==> config.mk <==
export PLATFORM = sky130hd
export DESIGN_NAME = l15_dm_cache
export DESIGN_NICKNAME = d
export VERILOG_FILES = /design/src/rtl/ccp_pkg.sv /design/src/rtl/l15_line_array.sv /design/src/rtl/l15_dm_cache.sv
export SDC_FILE = /design/constraint.sdc
export NUM_CORES = 1
export LEC_CHECK = 0
export ABC_CLOCK_PERIOD_IN_PS = 9500
export BUFFER_PORTS_ARGS = -buffer_cell sky130_fd_sc_hd__buf_2
export CORE_ASPECT_RATIO = 0.9
export CORE_MARGIN = 1
export CORE_UTILIZATION = 38
export CTS_BUF_LIST = sky130_fd_sc_hd__clkbuf_8
export CTS_CLUSTER_SIZE = 25
export DETAILED_ROUTE_END_ITERATION = 8
export SYNTH_ARGS = -nofsm -noshare
export SYNTH_HDL_FRONTEND = slang
export SYNTH_SLANG_ARGS = --single-unit
==> constraint.sdc <==
create_clock -name clk -period 9.5 [get_ports clk]
set_input_delay 1.9 -clock clk [delete_from_list [all_inputs] [get_ports clk]]
set_output_delay 1.9 -clock clk [all_outputs]
set_load 0.05 [all_outputs]
==> src/rtl/ccp_pkg.sv <==
// Coherence-protocol definitions shared by the L1.5 controller and its line array.
//   - MSG_TYPE_*: message encodings. Requests, write-backs and forward acks travel
//     cache->fabric (msg1/msg3); DATA_ACK and forwards travel fabric->cache (msg2).
//     Each forward ack reuses the code of the forward it answers, because the two
//     codes never share a channel.
//   - MESI_*: per-line coherence state.
//   - l15_state_e: controller FSM states.
package ccp_pkg;

   localparam logic [2:0] MSG_TYPE_EMPTY        = 3'd0;
   localparam logic [2:0] MSG_TYPE_LOAD_REQ     = 3'd1;
   localparam logic [2:0] MSG_TYPE_STORE_REQ    = 3'd2;
   localparam logic [2:0] MSG_TYPE_WB_REQ       = 3'd3;
   localparam logic [2:0] MSG_TYPE_DATA_ACK     = 3'd4;
   localparam logic [2:0] MSG_TYPE_INV_FWD      = 3'd5;
   localparam logic [2:0] MSG_TYPE_STORE_FWD    = 3'd6;
   localparam logic [2:0] MSG_TYPE_LOAD_FWD     = 3'd7;
   localparam logic [2:0] MSG_TYPE_INV_FWDACK   = 3'd5;
   localparam logic [2:0] MSG_TYPE_STORE_FWDACK = 3'd6;
   localparam logic [2:0] MSG_TYPE_LOAD_FWDACK  = 3'd7;

   typedef logic [1:0] mesi_t;
   localparam mesi_t MESI_I = 2'd0;
   localparam mesi_t MESI_S = 2'd1;
   localparam mesi_t MESI_E = 2'd2;
   localparam mesi_t MESI_M = 2'd3;

   typedef enum logic [2:0] {
      ST_IDLE = 3'd0,
      ST_WB   = 3'd1,
      ST_REQ  = 3'd2,
      ST_WAIT = 3'd3,
      ST_RESP = 3'd4
   } l15_state_e;

endpackage

==> src/rtl/l15_line_array.sv <==
// Direct-mapped line storage: NUM_LINES entries of {state, tag, data}.
// Ports:
//   rd_idx_i  -> rd_state_o/rd_tag_o/rd_data_o    combinational core-side read
//   fwd_idx_i -> fwd_state_o/fwd_tag_o/fwd_data_o combinational forward-side read
//   fill_*    full-line install (highest priority)
//   upd_*     state-only update (forwards, victim invalidation)
//   st_*      store-hit data write, state becomes M (lowest priority)
module l15_line_array
   import ccp_pkg::*;
#(
   parameter int unsigned NUM_LINES  = 4,
   parameter int unsigned TAG_WIDTH  = 8,
   parameter int unsigned DATA_WIDTH = 8,
   parameter int unsigned IDX_W      = 2
) (
   input  logic                  clk,
   input  logic                  rst,
   input  logic [IDX_W-1:0]      rd_idx_i,
   output mesi_t                 rd_state_o,
   output logic [TAG_WIDTH-1:0]  rd_tag_o,
   output logic [DATA_WIDTH-1:0] rd_data_o,
   input  logic [IDX_W-1:0]      fwd_idx_i,
   output mesi_t                 fwd_state_o,
   output logic [TAG_WIDTH-1:0]  fwd_tag_o,
   output logic [DATA_WIDTH-1:0] fwd_data_o,
   input  logic                  fill_en_i,
   input  logic [IDX_W-1:0]      fill_idx_i,
   input  mesi_t                 fill_state_i,
   input  logic [TAG_WIDTH-1:0]  fill_tag_i,
   input  logic [DATA_WIDTH-1:0] fill_data_i,
   input  logic                  upd_en_i,
   input  logic [IDX_W-1:0]      upd_idx_i,
   input  mesi_t                 upd_state_i,
   input  logic                  st_en_i,
   input  logic [IDX_W-1:0]      st_idx_i,
   input  logic [DATA_WIDTH-1:0] st_data_i
);

   mesi_t                 state_q [NUM_LINES];
   logic [TAG_WIDTH-1:0]  tag_q   [NUM_LINES];
   logic [DATA_WIDTH-1:0] data_q  [NUM_LINES];

   assign rd_state_o  = state_q[rd_idx_i];
   assign rd_tag_o    = tag_q[rd_idx_i];
   assign rd_data_o   = data_q[rd_idx_i];
   assign fwd_state_o = state_q[fwd_idx_i];
   assign fwd_tag_o   = tag_q[fwd_idx_i];
   assign fwd_data_o  = data_q[fwd_idx_i];

   always_ff @(posedge clk or posedge rst) begin
      if (rst) begin
         for (int i = 0; i < NUM_LINES; i++) begin
            state_q[i] <= MESI_I;
            tag_q[i]   <= '0;
            data_q[i]  <= '0;
         end
      end else if (fill_en_i) begin
         state_q[fill_idx_i] <= fill_state_i;
         tag_q[fill_idx_i]   <= fill_tag_i;
         data_q[fill_idx_i]  <= fill_data_i;
      end else if (upd_en_i) begin
         state_q[upd_idx_i] <= upd_state_i;
      end else if (st_en_i) begin
         state_q[st_idx_i] <= MESI_M;
         data_q[st_idx_i]  <= st_data_i;
      end
   end

endmodule

==> src/rtl/l15_dm_cache.sv <==
// Private direct-mapped L1.5 cache controller between core and coherence fabric.
// Ports:
//   clk, rst                      clock, async active-high reset
//   core_valid/core_ready         request handshake: a request transfers in any
//                                 cycle where both are high; core_we/tag/data are
//                                 sampled only then. core_ready is high only in
//                                 IDLE with no fabric message present.
//   core_resp_valid/core_resp_data one-cycle completion pulse with load data
//                                 (or the stored data for a store)
//   msg2_*                        fabric-to-cache, one message per cycle, never stalled
//   msg1_*                        LOAD/STORE requests, held from REQ until the fill
//   msg3_*                        write-backs and forward acks, one-cycle pulses
module l15_dm_cache
   import ccp_pkg::*;
#(
   parameter int unsigned NUM_LINES  = 4,
   parameter int unsigned TAG_WIDTH  = 8,
   parameter int unsigned DATA_WIDTH = 8,
   parameter int unsigned MSG_WIDTH  = 3
) (
   input  logic                  clk,
   input  logic                  rst,
   input  logic                  core_valid,
   output logic                  core_ready,
   input  logic                  core_we,
   input  logic [TAG_WIDTH-1:0]  core_tag,
   input  logic [DATA_WIDTH-1:0] core_data,
   output logic                  core_resp_valid,
   output logic [DATA_WIDTH-1:0] core_resp_data,
   input  logic [MSG_WIDTH-1:0]  msg2_type,
   input  logic [DATA_WIDTH-1:0] msg2_data,
   input  logic [TAG_WIDTH-1:0]  msg2_tag,
   output logic [MSG_WIDTH-1:0]  msg1_type,
   output logic [DATA_WIDTH-1:0] msg1_data,
   output logic [TAG_WIDTH-1:0]  msg1_tag,
   output logic [MSG_WIDTH-1:0]  msg3_type,
   output logic [DATA_WIDTH-1:0] msg3_data,
   output logic [TAG_WIDTH-1:0]  msg3_tag
);

   localparam int unsigned IDX_W = $clog2(NUM_LINES);

   l15_state_e            state_q;
   logic                  req_we_q;
   logic [TAG_WIDTH-1:0]  req_tag_q;
   logic [DATA_WIDTH-1:0] req_data_q;
   logic [MSG_WIDTH-1:0]  msg1_type_q;
   logic [DATA_WIDTH-1:0] msg1_data_q;
   logic [TAG_WIDTH-1:0]  msg1_tag_q;
   logic                  resp_valid_q;
   logic [DATA_WIDTH-1:0] resp_data_q;

   logic [IDX_W-1:0]      rd_idx, fwd_idx;
   mesi_t                 rd_state, fw_state;
   logic [TAG_WIDTH-1:0]  rd_tag, fw_tag;
   logic [DATA_WIDTH-1:0] rd_data, fw_data, fill_data;
   logic is_ack, is_inv, is_stf, is_ldf, is_fwd, fwd_match;
   logic accept, core_hit, fill_hit, wb_emit, st_hit_en;

   // Outside IDLE the core-side port looks at the line of the outstanding request,
   // which is also the victim slot.
   assign rd_idx  = (state_q == ST_IDLE) ? core_tag[IDX_W-1:0] : req_tag_q[IDX_W-1:0];
   assign fwd_idx = msg2_tag[IDX_W-1:0];

   assign is_ack    = (msg2_type == MSG_WIDTH'(MSG_TYPE_DATA_ACK));
   assign is_inv    = (msg2_type == MSG_WIDTH'(MSG_TYPE_INV_FWD));
   assign is_stf    = (msg2_type == MSG_WIDTH'(MSG_TYPE_STORE_FWD));
   assign is_ldf    = (msg2_type == MSG_WIDTH'(MSG_TYPE_LOAD_FWD));
   assign is_fwd    = is_inv || is_stf || is_ldf;
   assign fwd_match = is_fwd && (fw_tag == msg2_tag) && (fw_state != MESI_I);

   assign core_ready = (state_q == ST_IDLE) && (msg2_type == MSG_WIDTH'(MSG_TYPE_EMPTY));
   assign accept     = core_valid && core_ready;
   assign core_hit   = (rd_tag == core_tag) && (rd_state != MESI_I);
   assign st_hit_en  = accept && core_we && core_hit &&
                       ((rd_state == MESI_E) || (rd_state == MESI_M));
   assign fill_hit   = (state_q == ST_WAIT) && is_ack && (msg2_tag == req_tag_q);
   assign fill_data  = req_we_q ? req_data_q : msg2_data;

   // The victim is re-read live each WB cycle: a forward may have downgraded it,
   // in which case the write-back is dropped. A forward owns msg3, so WB waits.
   assign wb_emit = (state_q == ST_WB) && !is_fwd && (rd_state == MESI_M);

   always_comb begin
      msg3_type = MSG_WIDTH'(MSG_TYPE_EMPTY);
      msg3_tag  = '0;
      msg3_data = '0;
      if (is_fwd) begin
         msg3_tag  = msg2_tag;
         msg3_type = is_inv ? MSG_WIDTH'(MSG_TYPE_INV_FWDACK) :
                     is_stf ? MSG_WIDTH'(MSG_TYPE_STORE_FWDACK) :
                              MSG_WIDTH'(MSG_TYPE_LOAD_FWDACK);
         if (fwd_match && !is_inv) msg3_data = fw_data;
      end else if (wb_emit) begin
         msg3_type = MSG_WIDTH'(MSG_TYPE_WB_REQ);
         msg3_tag  = rd_tag;
         msg3_data = rd_data;
      end
   end

   l15_line_array #(
      .NUM_LINES (NUM_LINES),
      .TAG_WIDTH (TAG_WIDTH),
      .DATA_WIDTH(DATA_WIDTH),
      .IDX_W     (IDX_W)
   ) u_array (
      .clk         (clk),
      .rst         (rst),
      .rd_idx_i    (rd_idx),
      .rd_state_o  (rd_state),
      .rd_tag_o    (rd_tag),
      .rd_data_o   (rd_data),
      .fwd_idx_i   (fwd_idx),
      .fwd_state_o (fw_state),
      .fwd_tag_o   (fw_tag),
      .fwd_data_o  (fw_data),
      .fill_en_i   (fill_hit),
      .fill_idx_i  (req_tag_q[IDX_W-1:0]),
      .fill_state_i(req_we_q ? MESI_M : MESI_S),
      .fill_tag_i  (req_tag_q),
      .fill_data_i (fill_data),
      .upd_en_i    (fwd_match || wb_emit),
      .upd_idx_i   (fwd_match ? fwd_idx : rd_idx),
      .upd_state_i ((fwd_match && is_ldf) ? MESI_S : MESI_I),
      .st_en_i     (st_hit_en),
      .st_idx_i    (rd_idx),
      .st_data_i   (core_data)
   );

   always_ff @(posedge clk or posedge rst) begin
      if (rst) begin
         state_q      <= ST_IDLE;
         req_we_q     <= 1'b0;
         req_tag_q    <= '0;
         req_data_q   <= '0;
         msg1_type_q  <= MSG_WIDTH'(MSG_TYPE_EMPTY);
         msg1_data_q  <= '0;
         msg1_tag_q   <= '0;
         resp_valid_q <= 1'b0;
         resp_data_q  <= '0;
      end else begin
         case (state_q)
            ST_IDLE: begin
               resp_valid_q <= 1'b0;
               if (accept) begin
                  req_we_q   <= core_we;
                  req_tag_q  <= core_tag;
                  req_data_q <= core_data;
                  if (core_hit && !core_we) begin
                     state_q      <= ST_RESP;
                     resp_valid_q <= 1'b1;
                     resp_data_q  <= rd_data;
                  end else if (st_hit_en) begin
                     state_q      <= ST_RESP;
                     resp_valid_q <= 1'b1;
                     resp_data_q  <= core_data;
                  end else if (!core_hit && (rd_state == MESI_M)) begin
                     state_q <= ST_WB;
                  end else begin
                     // Plain miss, or store hit in S (upgrade without write-back).
                     state_q     <= ST_REQ;
                     msg1_type_q <= core_we ? MSG_WIDTH'(MSG_TYPE_STORE_REQ)
                                            : MSG_WIDTH'(MSG_TYPE_LOAD_REQ);
                     msg1_tag_q  <= core_tag;
                     msg1_data_q <= '0;
                  end
               end
            end
            ST_WB: begin
               if (!is_fwd) begin
                  state_q     <= ST_REQ;
                  msg1_type_q <= req_we_q ? MSG_WIDTH'(MSG_TYPE_STORE_REQ)
                                          : MSG_WIDTH'(MSG_TYPE_LOAD_REQ);
                  msg1_tag_q  <= req_tag_q;
                  msg1_data_q <= '0;
               end
            end
            ST_REQ: state_q <= ST_WAIT;
            ST_WAIT: begin
               if (fill_hit) begin
                  state_q      <= ST_RESP;
                  msg1_type_q  <= MSG_WIDTH'(MSG_TYPE_EMPTY);
                  msg1_tag_q   <= '0;
                  msg1_data_q  <= '0;
                  resp_valid_q <= 1'b1;
                  resp_data_q  <= fill_data;
               end
            end
            ST_RESP: begin
               resp_valid_q <= 1'b0;
               state_q      <= ST_IDLE;
            end
            default: state_q <= ST_IDLE;
         endcase
      end
   end

   assign msg1_type       = msg1_type_q;
   assign msg1_data       = msg1_data_q;
   assign msg1_tag        = msg1_tag_q;
   assign core_resp_valid = resp_valid_q;
   assign core_resp_data  = resp_data_q;

endmodule

==> impl_results.md, run 1 <==
- Synthesized instance count: 768
- Global Route Usage Sum: 0.2375
- Routed WL: 23,390 um
- Die width: around 150 um
- Core Footprint: 19,220 um^2
- Hold_buf cts: 0
- Final HPWL DP: ~16,000 um
- Fmax: 147.7 MHz
- Placement Cell Area: approximately 7900 um^2
- CTS tree: built
- Post-route minimum period: between 6 and 7 ns
- Final net count: 848
- CTS resizes: 0
- Wire per inst: 21.98 um
- Worst EP required: between 7 and 8 ns
- Max-slew headroom: 0.2802
- Syn avg cell area: roughly 9.7 um^2
- First-pass GRT wire length: 36,050 um
- Slew @ Worst Pin: 1.076 ns
- Worst Setup End Kind: output pin
- Hold slack final: 0.4830 ns
- Final Hold Fails: 0
- IO Pins: 87
- Drt first-iter violations: 634
- Arrival @ worst endpoint: 4.87 ns
- CP Class: input port to output pin
- Post-synthesis cell area: ~7500 um^2
- Final Setup Violations: 0
- Outcome: finished, final reports clean
- Crit path max fanout: 21
- Sink Count: 111
- Largest net degree at the start of global routing: 58
- EDFF count, synth: 0
- Worst VDD drop: 0.00007080 V
- Lkg Pwr: 3.656 nW
- Hold Crit Class: flop to flop
- Initial Util: 0.3889
- Gpl congestion: about 0.86
- Slowest CP cell: or4_1
- Die area: 20,240 um^2
- Clk Latency, worst-skew pair: 0.41 ns
- Max-slew violations: 0
- Htree depth: 3
- Prevailing post-synth register cell: dfrtp_1
- Cell family with most CP delay: simple AND/OR/NAND/NOR gates
- Input/output buffers: 77
- Site Rows: 48
- Gr ovfl total: 0
- Clk slew on worst S/H paths: ~0.12 ns
- Synth Warn #: 0
- Antenna fix cells: 0
- Share of layout cells above drive strength 1: 0.2457
- CP bufs+invs: 2
- Cells after DPL: 1,048
- Post-CTS setup buffers: 0
- Clock Skews: 0.01608 ns
- Number of remaining DRC errors: 0
- Inserted Clock Buffers: 9
- Drt via density: 6.051
- Final ANT Viol Nets: 0
- Worst path cell trace: buf_2 > mux4_1 > xnor2_1 > nand4_1 > or4_1 > o22ai_1 > buf_2
- Unique cell type count in the Yosys netlist: 71
- Synth-to-layout area growth: 8.755%
- Crit-path max cell delay: 0.84 ns
- Register area share after synthesis: 0.3716
- Cell area after layout: 8129 um^2
- Power per Cell Area: 169.0 nW/um^2
- Vias: roughly 6,400
- Vias in the first global route: 6,088
- Initial DRT Pass Iterations: 6
- Root Buffer: clkbuf_8
- Async SR Flop Fraction: 1.000
- Die Y: 135.1 um
- Maximum buffer depth of the clock tree: 2
- Synth Register Bits: 111
- Fin crit share: 0.7126
- Most used cell, CP: buf_2
- RSZ-0062 raised after global routing: false
- Final TNS setup: 0 ns
- Initial antenna violation count: 0
- Max Cap Viol: 0
- Critical Path Start Type: input port
- Layout Cells excl Fill: 1,064
## worst paths after layout
check	from	to	slack, ns	depth (start not counted)
worst max-delay path	msg2_tag[0]	msg3_data[7]	2.73	7
worst min-delay path	req_data_q[7]$_DFFE_PP0P_	req_data_q[7]$_DFFE_PP0P_	0.48	2
worst max register to register	state_q[1]$_DFFE_PP0P_	u_array.data_q[7]$_DFFE_PP0P_	5.26	7
worst min register to register	req_data_q[7]$_DFFE_PP0P_	req_data_q[7]$_DFFE_PP0P_	0.48	2
max in group asynchronous	rst	msg1_tag[7]$_DFFE_PP0P_	6.70	3
min in group asynchronous	rst	u_array.data_q[5]$_DFFE_PP0P_	1.59	2
## cell type report
class | count | area (um^2)
Fill cell | 1867 | 11090
Multi-Input combinational cell | 573 | 4277
Sequential cell | 111 | 2778
Timing Repair Buffer | 85 | 445.4
Tap cell | 250 | 312.8
Clock buffer | 10 | 137.6
Inverter | 29 | 111.4
Clock inverter | 6 | 67.56
## layer usage
metal	global-route usage	vias up	part of all wire	wire length [um]
met2	0.3472	290	0.43	10130
met5	0	-	0	0
li1	-	2918	-	-
met3	0.06182	40	0.091	2140
met4	0.08305	0	0.023	529
met1	0.3373	3190	0.45	10590
## cells in the mapped netlist, types with 12 or more instances
| library cell | instances | share of area |
|---|---|---|
| a21oi_1 | 52 | 0.035 |
| a2bb2oi_1 | 35 | 0.041 |
| a31oi_1 | 18 | 0.015 |
| buf_2 | 13 | 0.0087 |
| buf_4 | 12 | 0.012 |
| clkbuf_1 | 26 | 0.013 |
| dfrtp_1 | 111 | 0.37 |
| inv_1 | 28 | 0.014 |
| mux2_2 | 37 | 0.056 |
| mux2i_1 | 19 | 0.025 |
| mux4_2 | 27 | 0.081 |
| nand2_1 | 111 | 0.056 |
| nand3_1 | 22 | 0.015 |
| nor2_1 | 27 | 0.014 |
| o21ai_0 | 26 | 0.017 |
| xnor2_1 | 23 | 0.027 |
## where the power goes
group	internal, mW	switching (mW)	leakage [nW]	total [mW]
Sequential	0.520	0.0664	1.45	0.586
Clock	0.131	0.179	0.110	0.310
Combinational	0.157	0.321	2.10	0.477
## logic make-up after synthesis
group / count (synthesis) / share of synthesized area
buffers and inverters: 92 / 0.06059
multiplexers: 86 / 0.1714
XOR/XNOR: 25 / 0.02929
flip-flops: 111 / 0.3716
AO/OA/AOI/OAI: 224 / 0.2161
AND/OR/NAND/NOR: 229 / 0.1505
other: 1 / 0.0005017
## placed cells by master, fill, tap and decap left out, types with 10 or more instances in the layout
cell and n:
a31oi_1 18, xnor2_1 23, a21oi_1 52, o21ai_0 25, buf_2 77, clkbuf_8 10
and2_1 11, mux2_2 37, dfrtp_1 111, nand2_1 111, and3_1 11, nand3_1 22
a2bb2oi_1 35, mux2i_1 19, inv_1 28, mux4_2 27, nor2_1 26
## through the flow
step | power (mW) | worst slack, ns | util
floorplan | 0.9402 | 3.295 | -
global placement | 1.060 | 2.819 | 0.4123
detailed placement | 1.064 | 2.750 | 0.4123
CTS | 1.374 | 2.747 | 0.4230
global route | 1.442 | 2.697 | 0.4230
finish | 1.374 | 2.730 | 0.4230
## tightest hold or removal path, stage by stage, from the launching register on
cell and delay [ns]:
dfrtp_1 0.36, nand2_1 0.05, nand2_1 0.05
## flip-flops by register name (all words and copies together) (netlist names)
name and cells:
u_array.data_q 32, u_array.tag_q 32, core_resp_data 8, msg1_tag 8, req_data_q 8, req_tag_q 8
u_array.state_q 8, state_q 3, msg1_type 2, core_resp_valid 1, req_we_q 1
Power figures use the tool's default switching activity.
==> run 2: changes to the inputs <==
--- a/config.mk
+++ b/config.mk
@@ -5,7 +5,8 @@
 export SDC_FILE = /design/constraint.sdc
 export NUM_CORES = 1
 export LEC_CHECK = 0
-export ABC_CLOCK_PERIOD_IN_PS = 9500
+export ABC_AREA = 1
+export ABC_CLOCK_PERIOD_IN_PS = 5800
 export BUFFER_PORTS_ARGS = -buffer_cell sky130_fd_sc_hd__buf_2
 export CORE_ASPECT_RATIO = 0.9
 export CORE_MARGIN = 1
==> constraint.sdc (replaced) <==
create_clock -name clk -period 5.8 [get_ports clk]
set_input_delay 1.16 -clock clk [delete_from_list [all_inputs] [get_ports clk]]
set_output_delay 1.16 -clock clk [all_outputs]
set_load 0.05 [all_outputs]
==> run 2 against run 1 <==
Effect of this change: combinational power grew to 4.7 times the previous value; sequential power is 77% higher; die area decreased by 0.59%; largest power group is now combinational cells; setup slack worse by 1.8 ns; first-iteration DRC count increased by 35%; design area grew 0.46%; cell count grew 35%; synthesized cell count up 47%; largest cell class unchanged.
==> impl_results.md, run 2 <==
- Share of layout cells above drive strength 1: 0.1079 (-0.1378)
- Root Buffer: clkbuf_8
- Final net count: 1,221 (+44%)
- Slew @ Worst Pin: 1.050 ns (-0.02587 ns)
- Cell accounting for the most synthesized area: dfrtp_1
- Commonest non-fill, non-tap cell in the layout: nand2_1
- Worst VDD drop: 0.0003233 V (+360%)
- R2R Setup Slk: 1.89 ns (-3.37 ns)
- Crit path max fanout: 21 (unchanged)
- Gr ovfl total: 0 (unchanged)
- Sink Count: 111 (unchanged)
- Worst EP required: 4.64 ns (-2.96 ns)
- Largest net degree at the start of global routing: 70 (+21%)
- Number of remaining DRC errors: 0 (unchanged)
- Initial antenna violation count: 3 (+3)
- Synth Warn #: 0 (unchanged)
- Arrival @ worst endpoint: 3.67 ns (-1.20 ns)
- Register area share after synthesis: 0.3739 (+0.002253)
- Max-slew headroom: 0.2944 (+0.01419)
- Hold slack final: 0.4832 ns (+0.0001420 ns)
- Worst Setup End Kind: output pin
- Synth-to-layout area growth: 9.919%
- Routed WL: 25,360 um (+8.4%)
- Util after Layout: 0.4263 (+0.003285)
- Final Setup Violations: 0 (unchanged)
- CTS tree: built
- Fmax: 207.0 MHz
- Gpl congestion: 0.9920 (+15%)
- Fin crit share: 0.8328
- Maximum buffer depth of the clock tree: 2 (unchanged)
- Vias in the first global route: 6,763 (+11%)
- Slowest CP cell: inv_1
- CP Class: input port to output pin
- Registers with the most flip-flops: u_array.data_q (32), u_array.tag_q (32)
- Synthesized instance count: 1,132 (+47%)
- RSZ-0062 raised after global routing: false
- Clock Skews: 0.01450 ns (-0.001587 ns)
- EDFF count, synth: 0 (unchanged)
- Vias: 7,638 (+19%)
- Die Y: 134.7 um (-0.30%)
- Input/output buffers: 77 (unchanged)
- First-pass GRT wire length: 39,520 um (+9.6%)
- Outcome: finished, final reports clean
- IO Pins: 87 (unchanged)
- Commonest cells post-synth: 388 x nand2_1, 157 x inv_1, 121 x o21ai_0, 111 x dfrtp_1, 90 x nand3_1
- Cells after DPL: 1,421 (+36%)
- Most frequent cells in the layout: 388 x nand2_1, 156 x inv_1, 121 x o21ai_0
- Crit-path max cell delay: 0.56 ns (-0.28 ns)
- Initial Util: 0.3878 (-0.001132)
- Cell area after layout: 8167 um^2 (+0.46%)
- Final HPWL DP: 18,980 um (+19%)
- Hold_buf cts: 0 (unchanged)
- Drt first-iter violations: 858 (+35%)
- Initial DRT Pass Iterations: 7 (+1)
- Core Footprint: 19,160 um^2 (-0.31%)
- Synth Register Bits: 111 (unchanged)
- Unique cell type count in the Yosys netlist: 38 (-46%)
- CTS resizes: 0 (unchanged)
- Die width: 149.4 um (-0.30%)
- Site Rows: 48 (unchanged)
- Max Cap Viol: 0 (unchanged)
- Count leader, synth: nand2_1
- Layout Cells excl Fill: 1,438 (+35%)
- Max-slew violations: 0 (unchanged)
- Top post-synthesis cells by area: dfrtp_1 37%, nand2_1 20%, o21ai_0 8.2%
- Lkg Pwr: 4.252 nW (+16%)
- Final ANT Viol Nets: 0 (unchanged)
- Reg2Reg Depth: 13 (+6)
- Most used cell, CP: nand2_1
- Worst path cell trace: buf_2 > inv_1 > nand2_1 > nand3_1 > nand2_1 > xor2_1 > nand2_1 > nor3_1 > nand3_1 > o32ai_1 > buf_2
- Post-route minimum period: between 4 and 5 ns
- Die area: 20,120 um^2 (-0.59%)
- Power per Cell Area: 469.4 nW/um^2 (+180%)
- Async SR Flop Fraction: 1.000 (unchanged)
- Wire per inst: 17.63 um (-20%)
- Htree depth: 3 (unchanged)
- Post-CTS setup buffers: 0 (unchanged)
- Drt via density: 5.312 (-12%)
- Yosys top cell area share: 0.3739 (+0.002253)
- Hold Crit Class: flop to flop
- Placement Cell Area: 7936 um^2 (+0.16%)
- Prevailing post-synth register cell: dfrtp_1
- Post-synthesis cell area: 7430 um^2 (-0.60%)
- Global Route Usage Sum: 0.2580 (+0.02049)
- Critical Path Start Type: input port
- Clk slew on worst S/H paths: 0.10 ns (-0.02 ns)
- Clk Latency, worst-skew pair: 0.40 ns (about the same)
- Hold path depth: 2 (unchanged)
- Final TNS setup: 0 ns (unchanged)
- Inserted Clock Buffers: 9 (unchanged)
- Final Hold Fails: 0 (unchanged)
- Syn avg cell area: 6.563 um^2 (-33%)
-- run 2: where the power goes --
part | switching (mW) | leakage (nW) | internal, mW
clock network | 0.294 | 0.111 | 0.258
registers | 0.119 | 1.34 | 0.917
logic | 1.66 | 2.80 | 0.585
-- run 2: final timing paths --
| kind | start | to |
|---|---|---|
| max in group asynchronous | rst | core_resp_data[3]$_DFFE_PP0P_ |
| max reg2reg | state_q[0]$_DFFE_PP0P_ | msg1_tag[1]$_DFFE_PP0P_ |
| min | msg1_type[1]$_DFFE_PP0P_ | msg1_type[1]$_DFFE_PP0P_ |
| min reg2reg | msg1_type[1]$_DFFE_PP0P_ | msg1_type[1]$_DFFE_PP0P_ |
| max | msg2_tag[0] | msg3_data[4] |
| min in group asynchronous | rst | u_array.data_q[9]$_DFFE_PP0P_ |
-- run 2: worst max-delay path: cells and delay by family --
kind                   cells  cell delay (ns)
XOR/XNOR                   1             0.14
AO/OA/AOI/OAI              1             0.34
AND/OR/NAND/NOR            6             1.04
buffers and inverters      3             0.97
-- run 2: cell type report --
cell class / instances / area (um^2)
inverter: 160 / 603.1
timing repair buffer: 85 / 445.4
antenna: 2 / 5.005
multi-input combinational: 815 / 3797
clock inverter: 5 / 87.58
fill: 2047 / 10990
tap: 250 / 312.8
sequential: 111 / 2778
clock buffer: 10 / 137.6
-- run 2: cells by family (layout without fill, tap and decap cells) --
family | after synthesis | after routing | synth area share
compound gates | 210 | 210 | 0.1583
xor+xnor | 6 | 6 | 0.007073
buf+inv | 214 | 260 | 0.1191
flops | 111 | 111 | 0.3739
mux | 8 | 8 | 0.01078
other cells | 1 | 11 | 0.0005047
simple gates | 582 | 582 | 0.3304
-- run 2: metrics by stage --
step | total power, mW | setup WS (ns)
after global placement | 3.254 | 1.106
after floorplan | 2.704 | 1.041
after detailed placement | 3.253 | 1.024
after CTS | 3.809 | 1.017
after global routing | 4.121 | 0.7322
final | 3.833 | 0.9695
-- run 2: routing by layer --
layer,vias up,share of wire,global-route usage
li1,3713,-,-
met1,3506,0.49,0.4113
met2,368,0.40,0.3423
met3,49,0.081,0.03885
met4,2,0.028,0.09240
met5,-,0.00051,0
